`config.mk`:
```
export PLATFORM = sky130hd
export DESIGN_NAME = vec_mem_unit
export DESIGN_NICKNAME = d
export VERILOG_FILES = /design/src/rtl/vec_mem_unit_pkg.sv /design/src/rtl/vec_mem_unit.sv
export SDC_FILE = /design/constraint.sdc
export NUM_CORES = 1
export LEC_CHECK = 0
export ABC_AREA = 1
export CAP_MARGIN = 10
export CORE_ASPECT_RATIO = 0.75
export CORE_UTILIZATION = 47
export DETAILED_ROUTE_END_ITERATION = 6
export PLACE_DENSITY = 0.83
export SLEW_MARGIN = 20
export SYNTH_ARGS = -nofsm -noshare
export SYNTH_HDL_FRONTEND = slang
export SYNTH_SLANG_ARGS = --single-unit
```
`constraint.sdc`:
```
create_clock -name clk -period 2.2 [get_ports clk]
set_clock_uncertainty 0.15 [all_clocks]
set_input_delay 0.44 -clock clk [delete_from_list [all_inputs] [get_ports clk]]
set_output_delay 0.44 -clock clk [all_outputs]
set_load 0.05 [all_outputs]
```
`src/rtl/vec_mem_unit_pkg.sv`:
```
// Shared vector-unit definitions: lane count, default widths, lane type and
// the load/store unit state encoding.
package vec_pkg;

  localparam int VEC_LANES     = 4;
  localparam int DEF_DATA_W    = 8;
  localparam int DEF_ADDR_W    = 16;
  localparam int DEF_REG_SEL_W = 3;

  typedef logic [DEF_DATA_W-1:0] lane_t;

  typedef enum logic [2:0] {
    IDLE,
    LD_ISSUE,
    LD_DRAIN,
    LD_WB,
    ST_WRITE
  } state_t;

endpackage

```
`src/rtl/vec_mem_unit.sv`:
```
// Vector load/store unit: moves 4 byte lanes between a byte-wide synchronous
// memory and the vector register file, one request in flight at a time.
module vec_mem_unit
  import vec_pkg::*;
#(
  parameter int DATA_W    = DEF_DATA_W,
  parameter int ADDR_W    = DEF_ADDR_W,
  parameter int REG_SEL_W = DEF_REG_SEL_W
) (
  input  logic                 clk,
  input  logic                 reset,
  input  logic                 reqValid,
  output logic                 reqReady,
  input  logic                 reqIsStore,
  input  logic [ADDR_W-1:0]    reqAddr,
  input  logic [REG_SEL_W-1:0] reqReg,
  input  logic [DATA_W-1:0]    storeData_0,
  input  logic [DATA_W-1:0]    storeData_1,
  input  logic [DATA_W-1:0]    storeData_2,
  input  logic [DATA_W-1:0]    storeData_3,
  output logic [ADDR_W-1:0]    memAddr,
  output logic                 memRdEn,
  output logic                 memWrEn,
  output logic [DATA_W-1:0]    memWrData,
  input  logic [DATA_W-1:0]    memRdData,
  output logic                 regWrEn,
  output logic [REG_SEL_W-1:0] regToWrite,
  output logic [DATA_W-1:0]    regWriteData_0,
  output logic [DATA_W-1:0]    regWriteData_1,
  output logic [DATA_W-1:0]    regWriteData_2,
  output logic [DATA_W-1:0]    regWriteData_3,
  output logic                 done
);

  state_t                 state_q, state_d;
  logic [1:0]             cnt_q, cnt_d;
  logic [ADDR_W-1:0]      addr_q, addr_d;
  logic [REG_SEL_W-1:0]   reg_q, reg_d;
  logic [DATA_W-1:0]      ld_buf_q [VEC_LANES];
  logic [DATA_W-1:0]      ld_buf_d [VEC_LANES];
  logic [DATA_W-1:0]      st_buf_q [VEC_LANES];
  logic [DATA_W-1:0]      st_buf_d [VEC_LANES];
  logic [ADDR_W-1:0]      lane_addr;

  always_ff @(posedge clk) begin
    if (reset) begin
      state_q  <= IDLE;
      cnt_q    <= '0;
      addr_q   <= '0;
      reg_q    <= '0;
      ld_buf_q <= '{default: '0};
      st_buf_q <= '{default: '0};
    end else begin
      state_q  <= state_d;
      cnt_q    <= cnt_d;
      addr_q   <= addr_d;
      reg_q    <= reg_d;
      ld_buf_q <= ld_buf_d;
      st_buf_q <= st_buf_d;
    end
  end

  always_comb begin
    state_d   = state_q;
    cnt_d     = cnt_q;
    addr_d    = addr_q;
    reg_d     = reg_q;
    ld_buf_d  = ld_buf_q;
    st_buf_d  = st_buf_q;
    reqReady  = 1'b0;
    memAddr   = '0;
    memRdEn   = 1'b0;
    memWrEn   = 1'b0;
    memWrData = '0;
    regWrEn   = 1'b0;
    done      = 1'b0;
    // Wraps modulo 2^ADDR_W by width truncation.
    lane_addr = addr_q + {{(ADDR_W-2){1'b0}}, cnt_q};

    case (state_q)
      IDLE: begin
        reqReady = 1'b1;
        if (reqValid) begin
          addr_d   = reqAddr;
          reg_d    = reqReg;
          st_buf_d = '{storeData_0, storeData_1, storeData_2, storeData_3};
          cnt_d    = '0;
          state_d  = reqIsStore ? ST_WRITE : LD_ISSUE;
        end
      end
      LD_ISSUE: begin
        memRdEn = 1'b1;
        memAddr = lane_addr;
        // Read data lags the strobe by one cycle, so it belongs to the previous lane.
        if (cnt_q != 2'd0) begin
          ld_buf_d[cnt_q - 2'd1] = memRdData;
        end
        cnt_d = cnt_q + 2'd1;
        if (cnt_q == 2'd3) begin
          state_d = LD_DRAIN;
        end
      end
      LD_DRAIN: begin
        ld_buf_d[3] = memRdData;
        state_d     = LD_WB;
      end
      LD_WB: begin
        regWrEn = 1'b1;
        done    = 1'b1;
        state_d = IDLE;
      end
      ST_WRITE: begin
        memWrEn   = 1'b1;
        memAddr   = lane_addr;
        memWrData = st_buf_q[cnt_q];
        cnt_d     = cnt_q + 2'd1;
        if (cnt_q == 2'd3) begin
          done    = 1'b1;
          state_d = IDLE;
        end
      end
      default: state_d = IDLE;
    endcase
  end

  assign regToWrite     = reg_q;
  assign regWriteData_0 = ld_buf_q[0];
  assign regWriteData_1 = ld_buf_q[1];
  assign regWriteData_2 = ld_buf_q[2];
  assign regWriteData_3 = ld_buf_q[3];

endmodule

```
==> results_dict.tcl <==
set metrics [dict create \
    cp_slowest_cell "fa_2" \
    io_buffers 126 \
    min_path_cells 2 \
    hold_buffers 0 \
    slew_violations 0 \
    setup-violations-final 24 \
    yosys.area.top_type "dfxtp_1" \
    drtPass1Iterations 5 \
    ys_top_cells_by_count "165 x nor2_1, 88 x dfxtp_1, 68 x nand2_1, 68 x o21ai_0, 37 x a21oi_1" \
    io_pins 127 \
    cp.arrival_ns 1.96 \
    antenna_found_initial 0 \
    startpoint_type "flop" \
    num_rows 28 \
    hpwl_mm 8.66 \
    fin_crit_ns 2.55 \
    final-seq-area_um2 1780 \
    p_per_area_nw_per_um2 1120 \
    post-synth-top-count-cell "nor2_1" \
    cts_htree_levels 3 \
    cp.required_ns 1.61 \
    critPathTopFamily "adder cells" \
    clk_pin_slew_ns 0.06 \
    grt_pass1_vias 4283 \
    violations "setup timing" \
    n_antenna_cell 0 \
    rsz0062_at_grt "yes" \
    multi_input_area_um2 2390 \
    setup_ws_ns -0.349 \
    holdCritPathClass "flop to flop" \
    ant_nets 0 \
    synth_cell_type_count 29 \
    grt_max_degree 52 \
    finalSetupTns_ns -4.18 \
    grt_pass1_wl_mm 20.5 \
    root_buffer "clkbuf_16" \
    slew_headroom 0.567 \
    die_h_um 82.6 \
    reg2reg_depth 8 \
    synth-main-ff-cell "dfxtp_1" \
    cts.sinks 88 \
    die_w_um 109 \
    worstHoldStart "regWriteData_1[0]" \
    whs_endpoint "regWriteData_1[0]" \
    crit_path_cell_trace "ha_4, fa_2, nand2_4, nor2_2, nand4_1, nand2_2, nor2_4, buf_12" \
    place.gp.congestion 0.852 \
    worstSkewPairLatency_ns 0.34 \
    coreArea_um2 8130 \
    vias 4611 \
    r2r_start "cnt_q[0]" \
    cts.path.max_buffers 2 \
    placed_area_um2 5740 \
    avgRoutedWirePerCell_um 17.3 \
    clkPwrFrac 0.231 \
    wl_mm 14.2 \
    reg2reg_to "regWriteData_2[3]" \
    p_int_mw 4.27 \
    post_route_cells_drive_above_1_share 0.261 \
    yosysWarnings 0 \
    combPwrFrac 0.458 \
    maxCapViolCount 0 \
    fillers 520 \
    final_cells 819 \
    vdd.ir_drop.worst_v 0.000799 \
    startpoint "cnt_q[0]" \
    synth.area.top_cells "dfxtp_1 43%, nor2_1 15%, o21ai_0 8.4%" \
    syn-instance-count 572 \
    dr.first_iter.drc_count 293 \
    async_flop_share 0 \
    final_nets 780 \
    tightest_slew_ns 0.649 \
    status "finished, violations left" \
    path_class "flop to output port" \
    numCtsBuffers 9 \
    switchingPower_mw 3.04 \
    clock.fmax_mhz 392 \
    leakagePower_nw 2.49 \
    p_seq_frac 0.310 \
    critPathCaptureType "output port" \
    area_growth_pct 60.1 \
    cts_tree "built" \
    start_util 0.501 \
    syn_area_per_cell_um2 7.12 \
    viasPerCell 5.63 \
    rrSetupSlack_ns 0.07 \
    grt.overflow.total 0 \
    drc 0 \
    swShare 0.415 \
    final_area_um2 6520 \
    grt_usage 0.297 \
    timing.final.crit_share 1.16 \
    placedCellCount 788 \
    ys_seq_elements 88 \
    yosys.area.top_type_share 0.433 \
    dieArea_um2 9040 \
    hold_viol_final 0 \
    netlist_area_um2 4070 \
    slowest_delay_ns 0.42 \
    yosysSeqAreaShare 0.433 \
    synth-edff-count 0 \
    synth_fp_nets 643 \
    cp_max_fo 4 \
    critPathBufInv 1 \
]
==> power by group through the flow <==
| stage | registers [mW] | logic, mW | clock network (mW) |
|---|---|---|---|
| after floorplan | 2.32 | 1.81 | 0 |
| after global placement | 2.18 | 2.84 | 0 |
| after detailed placement | 2.20 | 2.91 | 0 |
| after CTS | 2.20 | 3.07 | 1.69 |
| after global routing | 2.30 | 3.59 | 1.76 |
| final | 2.27 | 3.35 | 1.69 |
==> cells in the final DEF (no fill, tap or decap), types with 5 or more instances in the layout <==
cell type and count:
nor2_1 142, nand2_1 54, nand3_1 31, inv_1 19
dfxtp_1 76, clkdlybuf4s50_1 94, dfxtp_2 10, o21ai_0 57
nand2_2 10, a21oi_2 9, o21ai_1 19, nor2_4 16
a21oi_1 26, buf_4 29, nor2_2 32, buf_12 28
ha_1 5, clkbuf_16 9
==> how the worst max path moves through the flow <==
stage | depth (start not counted) | endpoint
floorplan | 4 | done
global placement | 8 | memAddr[4]
detailed placement | 7 | memAddr[6]
CTS | 9 | memAddr[14]
global route | 8 | memAddr[12]
finish | 8 | memAddr[12]
==> per-stage QoR <==
step / power [mW] / util / setup WS [ns] / hold slack, ns
6_report: 7.31 / 0.802 / -0.349 / 0.318
5_1_grt: 7.65 / 0.802 / -0.393 / 0.338
4_1_cts: 6.96 / 0.772 / -0.216 / 0.316
3_5_place_dp: 5.10 / 0.707 / -0.0434 / 0.305
3_3_place_gp: 5.02 / 0.707 / -0.00773 / 0.299
2_1_floorplan: 4.12 / - / 0.00860 / 0.306
==> worst register-to-register path, stage by stage (launching register included) <==
cell,delay (ns)
dfxtp_2,0.36
buf_6,0.22
clkinvlp_4,0.17
buf_4,0.17
ha_1,0.25
nor2_4,0.17
nand2_1,0.23
nand2_1,0.16
a21oi_1,0.11
==> registers in the layout, indices dropped and copies added, names as in the netlist <==
register	flops
st_buf_q	32
state_q	3
regWriteData_3	8
regWriteData_1	8
regWriteData_0	8
addr_q	16
cnt_q	2
regWriteData_2	8
regToWrite	3
==> timing repair <==
item	4_1_cts	5_1_grt
pin swaps	16	17
endpoints found under the setup margin	35	48
gates resized for setup	47	51
hold endpoints to repair	0	0
setup buffers	6	7
gates cloned	1	1
==> per-layer routing <==
layer | vias up | share of wire | wire (um) | GRT usage
li1 | 2115 | - | - | -
met1 | 2188 | 0.40 | 5680 | 0.367
met2 | 257 | 0.48 | 6810 | 0.493
met3 | 51 | 0.090 | 1270 | 0.0769
met4 | 0 | 0.028 | 400 | 0.128
met5 | - | 0 | 0 | 0
==> cell type report <==
class,count,share of cell area
Sequential cell,88,0.273
Inverter,26,0.0177
Multi-Input combinational cell,429,0.367
Clock inverter,4,0.0117
Clock buffer,12,0.0394
Timing Repair Buffer,155,0.271
Tap cell,105,0.0202
==> kinds of logic after synthesis <==
| family | Yosys count | synth area share |
|---|---|---|
| compound gates | 118 | 0.146 |
| flops | 88 | 0.433 |
| simple gates | 298 | 0.310 |
| fa+ha+maj | 8 | 0.0264 |
| buf+inv | 57 | 0.0781 |
| xor+xnor | 3 | 0.00646 |
(Power assumes the default switching activity.)
